### src/rtl/utc2gps_seq.sv
// utc2gps_seq: multi-cycle UTC (2000-2099) to GPS week/rollover/time-of-week converter
module utc2gps_seq #(
  parameter int LEAP_OFFSET = 18
) (
  input  logic        clk,
  input  logic        rst,
  input  logic        start,
  input  logic [6:0]  yy,
  input  logic [8:0]  doy,
  input  logic [4:0]  hh,
  input  logic [5:0]  mm,
  input  logic [5:0]  ss,
  output logic        busy,
  output logic        done,
  output logic        err,
  output logic [9:0]  wn10,
  output logic [2:0]  wn_ro,
  output logic [19:0] tow
);
  typedef enum logic [2:0] {IDLE, CHK, DAYS, SECS, DIV, OUT} state_t;
  localparam logic [31:0] WEEK_SEC = 32'd604800;
  state_t state, state_nx;
  logic [6:0] yy_r;
  logic [8:0] doy_r;
  logic [4:0] hh_r;
  logic [5:0] mm_r, ss_r;
  logic bad, leap, range_err, accept, fits;
  logic [15:0] days;
  logic [31:0] rem, div_sub;
  logic [12:0] week;
  logic [3:0] step;
  assign leap      = yy_r[1:0] == 2'd0;
  assign range_err = yy_r > 7'd99 || doy_r == 9'd0 || doy_r > (leap ? 9'd366 : 9'd365) ||
                     hh_r > 5'd23 || mm_r > 6'd59 || ss_r > 6'd59;
  assign accept    = state == IDLE && start && !done;
  assign div_sub   = WEEK_SEC << step;
  assign fits      = rem >= div_sub;
  assign busy      = state != IDLE || done;
  // state register
  always_ff @(posedge clk or posedge rst)
    if (rst) state <= IDLE;
    else     state <= state_nx;
  // next-state: error short-circuits straight to OUT, divide runs until step 0
  always_comb begin
    state_nx = state;
    case (state)
      IDLE:    state_nx = accept ? CHK : IDLE;
      CHK:     state_nx = range_err ? OUT : DAYS;
      DAYS:    state_nx = SECS;
      SECS:    state_nx = DIV;
      DIV:     state_nx = step == 4'd0 ? OUT : DIV;
      default: state_nx = IDLE;
    endcase
  end
  // datapath: latch, check, accumulate, shift-subtract divide, publish
  always_ff @(posedge clk or posedge rst)
    if (rst) begin
      {yy_r, doy_r, hh_r, mm_r, ss_r} <= '0;
      {bad, days, rem, week, step} <= '0;
      {done, err, wn10, wn_ro, tow} <= '0;
    end else begin
      done <= state == OUT;
      if (accept) {yy_r, doy_r, hh_r, mm_r, ss_r} <= {yy, doy, hh, mm, ss};
      if (state == CHK) bad <= range_err;
      if (state == DAYS)
        days <= 16'd365 * (16'd20 + 16'(yy_r)) + ((16'd23 + 16'(yy_r)) >> 2) + 16'(doy_r) - 16'd6;
      if (state == SECS) begin
        rem  <= 32'(days) * 32'd86400 + 32'(hh_r) * 32'd3600 + 32'(mm_r) * 32'd60 +
                32'(ss_r) + 32'(LEAP_OFFSET);
        week <= '0;
        step <= 4'd12;
      end
      if (state == DIV) begin
        rem  <= fits ? rem - div_sub : rem;
        week <= {week[11:0], fits};
        step <= step - 4'd1;
      end
      if (state == OUT) begin
        err <= bad;
        if (!bad) {wn10, wn_ro, tow} <= {week[9:0], week[12:10], rem[19:0]};
      end
    end
endmodule

### config.mk
export PLATFORM = sky130hd
export DESIGN_NAME = utc2gps_seq
export DESIGN_NICKNAME = d
export VERILOG_FILES = /design/src/rtl/utc2gps_seq.sv
export SDC_FILE = /design/constraint.sdc
export NUM_CORES = 1
export LEC_CHECK = 0
export BUFFER_PORTS_ARGS = -buffer_cell sky130_fd_sc_hd__buf_2
export CAP_MARGIN = 20
export CORE_AREA = 2 2 137 239
export DETAILED_ROUTE_END_ITERATION = 8
export DIE_AREA = 0 0 139 241
export GPL_TIMING_DRIVEN = 1
export PLACE_DENSITY = 0.61
export SKIP_CTS_REPAIR_TIMING = 1
export SYNTH_ARGS = -nofsm -noshare
export SYNTH_HDL_FRONTEND = slang
export SYNTH_SLANG_ARGS = --single-unit
export TNS_END_PERCENT = 50
### constraint.sdc
create_clock -name clk -period 9.4 [get_ports clk]
set_clock_uncertainty 0.2 [all_clocks]
set_input_delay 2.82 -clock clk [delete_from_list [all_inputs] [get_ports clk]]
set_output_delay 2.82 -clock clk [all_outputs]
set_load 0.01 [all_outputs]
Word-level counts from Yosys, hierarchy flattened. Cells that the tools add are included.

$mul: 4. Multiplexer cells: 12. Equal/unequal tests: 6. Order comparisons: 6. Add/sub/neg operators: 11. Reductions and logical operators: 17. Shift operators: 1. Bitwise logic cells: 1.

Operator list (count): $mux 32 (3); $add 32x12->32 (1); $add 32x17->32 (1); $add 32x5->32 const B (1); $add 32x6->32 (1); $ge 32x32->1 (1); $shl 20x4->32 const A (1); $sub 32x32->32 (1); $mux 13 (2); $mul 16x10->25 const B (1); $add 16x6->16 (1); $add 16x9->16 (1); $add 5x7->8 const A (2); $mul 9x8->16 const A (1); $sub 16x3->16 const B (1); $pmux 3 s5 (1); $mul 5x8->13 const B (1); $gt 6x6->1 const B (2); $mul 6x4->10 const B (1); $gt 9x9->1 (1); $logic_not 9->1 (1); $mux 4 (2); $gt 7x7->1 const B (1); $eq 3x2->1 const B (2); 18 further kinds (27).

Flip-flop bits (word level): 137. Input bits: 36. Output and inout bits: 36. Logic and storage cells: 74.

Logic depth before layout (Yosys ltp).
Depth in word-level cells: 9. Gate-level depth with buffers: 25. Gate-level depth less buffers: 25.

Worst setup path after synthesis. No wires, ideal clock.

Path type: flip-flop to flip-flop. From: register mm_r[3]. To: register rem[28]. Path slack: 3399 ps. Library setup time: 126 ps. Stages on the path, launching flop included: 26. Data arrival time: 5676 ps. Required time: 9074 ps. Cell sequence: dfrtp_1 > inv_1 > fa_1 > fa_1 > inv_1 > ha_1 > a21oi_1 > o21bai_1 > a21oi_1 > o21bai_1 > a21oi_1 > xor2_1 > fa_1 > inv_1 > ha_1 > ha_1 > nand2_1 > nor2_1 > nand4_1 > or4_1 > a31oi_1 > o2111ai_1 > nand3b_1 > nor2_1 > xor2_1 > a221o_1.

Longest elaborated chain between the ends: 6.

RTL lines: start, declared (line 26) `logic [5:0] mm_r, ss_r;`; start signal, assigned (line 63) `if (accept) {yy_r, doy_r, hh_r, mm_r, ss_r} <= {yy, doy, hh, mm, ss};`; $mul 6x4->10 (line 68) `rem <= 32'(days) * 32'd86400 + 32'(hh_r) * 32'd3600 + 32'(mm_r) * 32'd60 +`; $add 32x12->32 (line 68); $add 32x6->32 (line 68); $add 32x5->32 (line 69) `32'(ss_r) + 32'(LEAP_OFFSET);`; $mux 32 (line 67) `if (state == SECS) begin`; $mux 32 (line 73) `if (state == DIV) begin`; end signal, assigned (line 68); end signal, assigned (line 74) `rem <= fits ? rem - div_sub : rem;`; end, declared (line 29) `logic [31:0] rem, div_sub;`.

Every way passes these cells. The select of a mux whose other input is x is not followed. A chain may end at the register's enable or synchronous reset.

Worst setup path after layout. Same ends and word-level chain as after synthesis.

==> summary.md <==
| Metric | Value |
|---|---|
| HPWL Detailed | `about 25 mm` |
| Layout Nets | `1,878` |
| Clock Pin Slew Worst Setup and Hold Paths | `~0.070 ns` |
| Mapped Cells | `1,449` |
| Synthesized flop and latch total | `roughly 140` |
| Final wirelength | `30.3 mm` |
| Max Slew Vio Count | `0` |
| DRT Pass-1 Iters | `4` |
| Met2 routed WL | `17.6 mm` |
| Clk Latency, worst-skew pair | `between 0.4 and 0.5 ns` |
| Total Routing Usage GR | `between 10% and 20%` |
| TritonCTS Buffers | `17` |
| Worst setup EP type | `flop` |
| Fraction of layout cells with a size suffix above 1 | `~14%` |
| Worst-Margin Slew | `about 1.0 ns` |
| Top Layer Used | `met4` |
| Unique masters post-synth | `between 70 and 80` |
| Initial antenna violation count | `0` |
| Status | `finished, final reports clean` |
| Post-route DRC | `0` |
| GP Congestion | `0.891` |
| Synth async-reset ratio | `100%` |
| Final hold vios | `0` |
| WP data required | `between 9 and 10 ns` |
| # IOs | `72` |
| Clock Sinks | `137` |
| Yosys Warn Count | `0` |
| First-pass GRT wire length | `around 51 mm` |
| CP Launch Type | `flop` |
| Data arrival, critical path | `approximately 6.7 ns` |
| Number of global-route vias before repair | `about 11,000` |
| Clock Tree Buf Depth | `2` |
| Area grow syn2layout | `10.0%` |
| Maxcap violations | `0` |
| M1 wire length | `11.2 mm` |
| Overflow after GRT | `0` |
| Register area share after synthesis | `about a quarter` |
| Maximum fanout along the worst path | `7` |
| Critical path class | `flop to flop` |
| Root Buffer Master | `clkbuf_16` |
| Synthesized net count | `~1,800` |
| TritonCTS clock tree | `yes` |
| Core area | `approximately 0.031 mm^2` |
| Total die area | `about 0.033 mm^2` |
| Max_slew headroom | `around a third` |
| Slowest cell on the critical path | `dfrtp_1` |
| Met3 routed wirelength | `around 580 um` |
| IO Port Bufs | `71` |
| Period utilization | `a little over two thirds` |
| Initial Utilization | `44.7%` |
| Row count | `86` |
| Die Span Y | `roughly 240 um` |
| Dominant synthesized flop cell | `dfrtp_1` |
| H-tree levels | `4` |
| Largest net degree at the start of global routing | `80` |
| Final Critical Period | `approximately 6.6 ns` |
| Post-synth EDFFs | `0` |
| Setup TNS | `0 ns` |
| CP max stage delay | `0.52 ns` |
| Vias per cell | `approximately 5.3` |
| DRT iter0 DRCs | `roughly 320` |
| RSZ-0062 raised after global routing | `no` |
| Via count | `between 10,000 and 15,000` |
| Syn avg cell area | `between 9 and 10 um^2` |
| Final setup fails | `0` |
| Hold WC Path Type | `flop to flop` |
| Synthesized area | `around 0.014 mm^2` |
| WL per Instance | `approximately 16 um` |
| Peak Freq | `151 MHz` |
| Die width | `about 140 um` |
| Final ANT Viol Nets | `0` |
## per-layer routing
layer	up-vias	global-route usage [%]
met5	-	0
met4	0	7.71
met3	54	2.42
met2	124	38.4
met1	4961	18.7
li1	5095	-
## layout by cell type, fill, tap and decap left out, drive strengths merged, types with 3 or more instances in the layout
cell type  instances
xor2              42
a31oi              7
a21oi             86
a22o              12
o21ai             88
and3               7
ha               247
o31a               3
o211a              3
or3               13
nor2              67
nand4              9
mux2              70
a211oi            11
clkinv             6
nor3              19
o21a              10
clkbuf            17
buf               78
nand3             18
o211ai             9
fa                85
a21o              31
nand2            105
mux2i              3
inv              200
nor2b              5
and2               5
nand3b             3
a221o              3
nand2b             9
or2                7
o21bai            14
dfrtp            137
xnor2             61
## path summary, 6_finish.rpt
path	to	slack, ns	cells past startpoint	startpoint
worst min register to register	rem[3]	0.28	2	rem[3]
max in group asynchronous	wn10[1]	5.72	4	rst
worst max register to register	rem[28]	2.79	25	mm_r[3]
worst min-delay path	rem[3]	0.28	2	rem[3]
worst max-delay path	rem[28]	2.79	25	mm_r[3]
min in group asynchronous	wn_ro[1]	2.23	2	rst
## stage by stage
step / worst slack (ns) / utilization, % / hold slack [ns] / cell area, um^2 / instances
floorplan: 2.71 / - / 0.233 / 14000 / 1449
global placement: 2.88 / 47.1 / 0.255 / 14800 / 1886
detailed placement: 2.76 / 47.1 / 0.257 / 14800 / 1886
CTS: 2.73 / 49.0 / 0.282 / 15400 / 1918
global route: 2.36 / 49.1 / 0.311 / 15400 / 1919
finish: 2.79 / 49.1 / 0.276 / 15400 / 1920
## sequential cells by signal, summed over array words and instances, names as in the netlist
signal	cells
rem	32
tow	20
days	16
week	13
wn10	10
doy_r	9
yy_r	7
mm_r	6
ss_r	6
hh_r	5
step	4
state	3
wn_ro	3
bad	1
done	1
err	1
## layout make-up
class                   count  area, um^2
repair buffers             78         428
clock buffers              17         425
fillers                  2968       16000
flip-flops and latches    137        3430
clock inverters            15         179
inverters                 193         729
multi-input cells        1083        9750
diodes                      1        2.50
well taps                 396         495
## cells in the mapped netlist (all sizes together), types with 3 or more instances
cell | n | area, um^2
or3 | 13 | 86.3
a21oi | 86 | 438
mux2i | 3 | 30.0
nand2 | 105 | 394
a221o | 3 | 30.0
o21bai | 14 | 109
o21ai | 88 | 440
nand4 | 9 | 56.3
nand3 | 18 | 90.1
nor2b | 5 | 31.3
dfrtp | 137 | 3430
mux2 | 70 | 788
a211oi | 11 | 87.6
a21o | 31 | 233
xnor2 | 61 | 534
xor2 | 42 | 375
ha | 247 | 3090
a31oi | 7 | 50.1
nand2b | 9 | 56.3
and2 | 5 | 31.3
o31a | 3 | 26.3
nand3b | 3 | 22.5
nor3 | 19 | 105
or2 | 7 | 43.8
clkbuf | 33 | 125
inv | 193 | 724
fa | 85 | 1700
and3 | 7 | 43.8
nor2 | 67 | 251
o211ai | 9 | 91.3
o211a | 3 | 30.0
buf | 3 | 20.0
a22o | 12 | 105
o21a | 10 | 75.1
## worst max-delay path: cells and delay by family (launching register included)
family / cells / cell delay (ns)
buf+inv: 3 / 0.25
compound gates: 8 / 1.56
simple gates: 6 / 1.33
xor+xnor: 2 / 0.28
flops: 1 / 0.52
fa+ha+maj: 6 / 2.37
## kinds of logic (layout without fill, tap and decap cells)
group	count (synthesis)	after routing	synth area share, %
and+or+nand+nor	274	274	9.09
xor gates and xnor gates	103	103	6.48
muxes	73	73	5.83
DFF	137	137	24.4
adders and majority gates	332	332	34.2
AOI/OAI and AO/OA	301	301	13.8
other	0	1	0
buffers and inverters	229	303	6.20
Power is not shown: default switching activity piles up to over one toggle a cycle in this logic, so the estimate is an artifact.
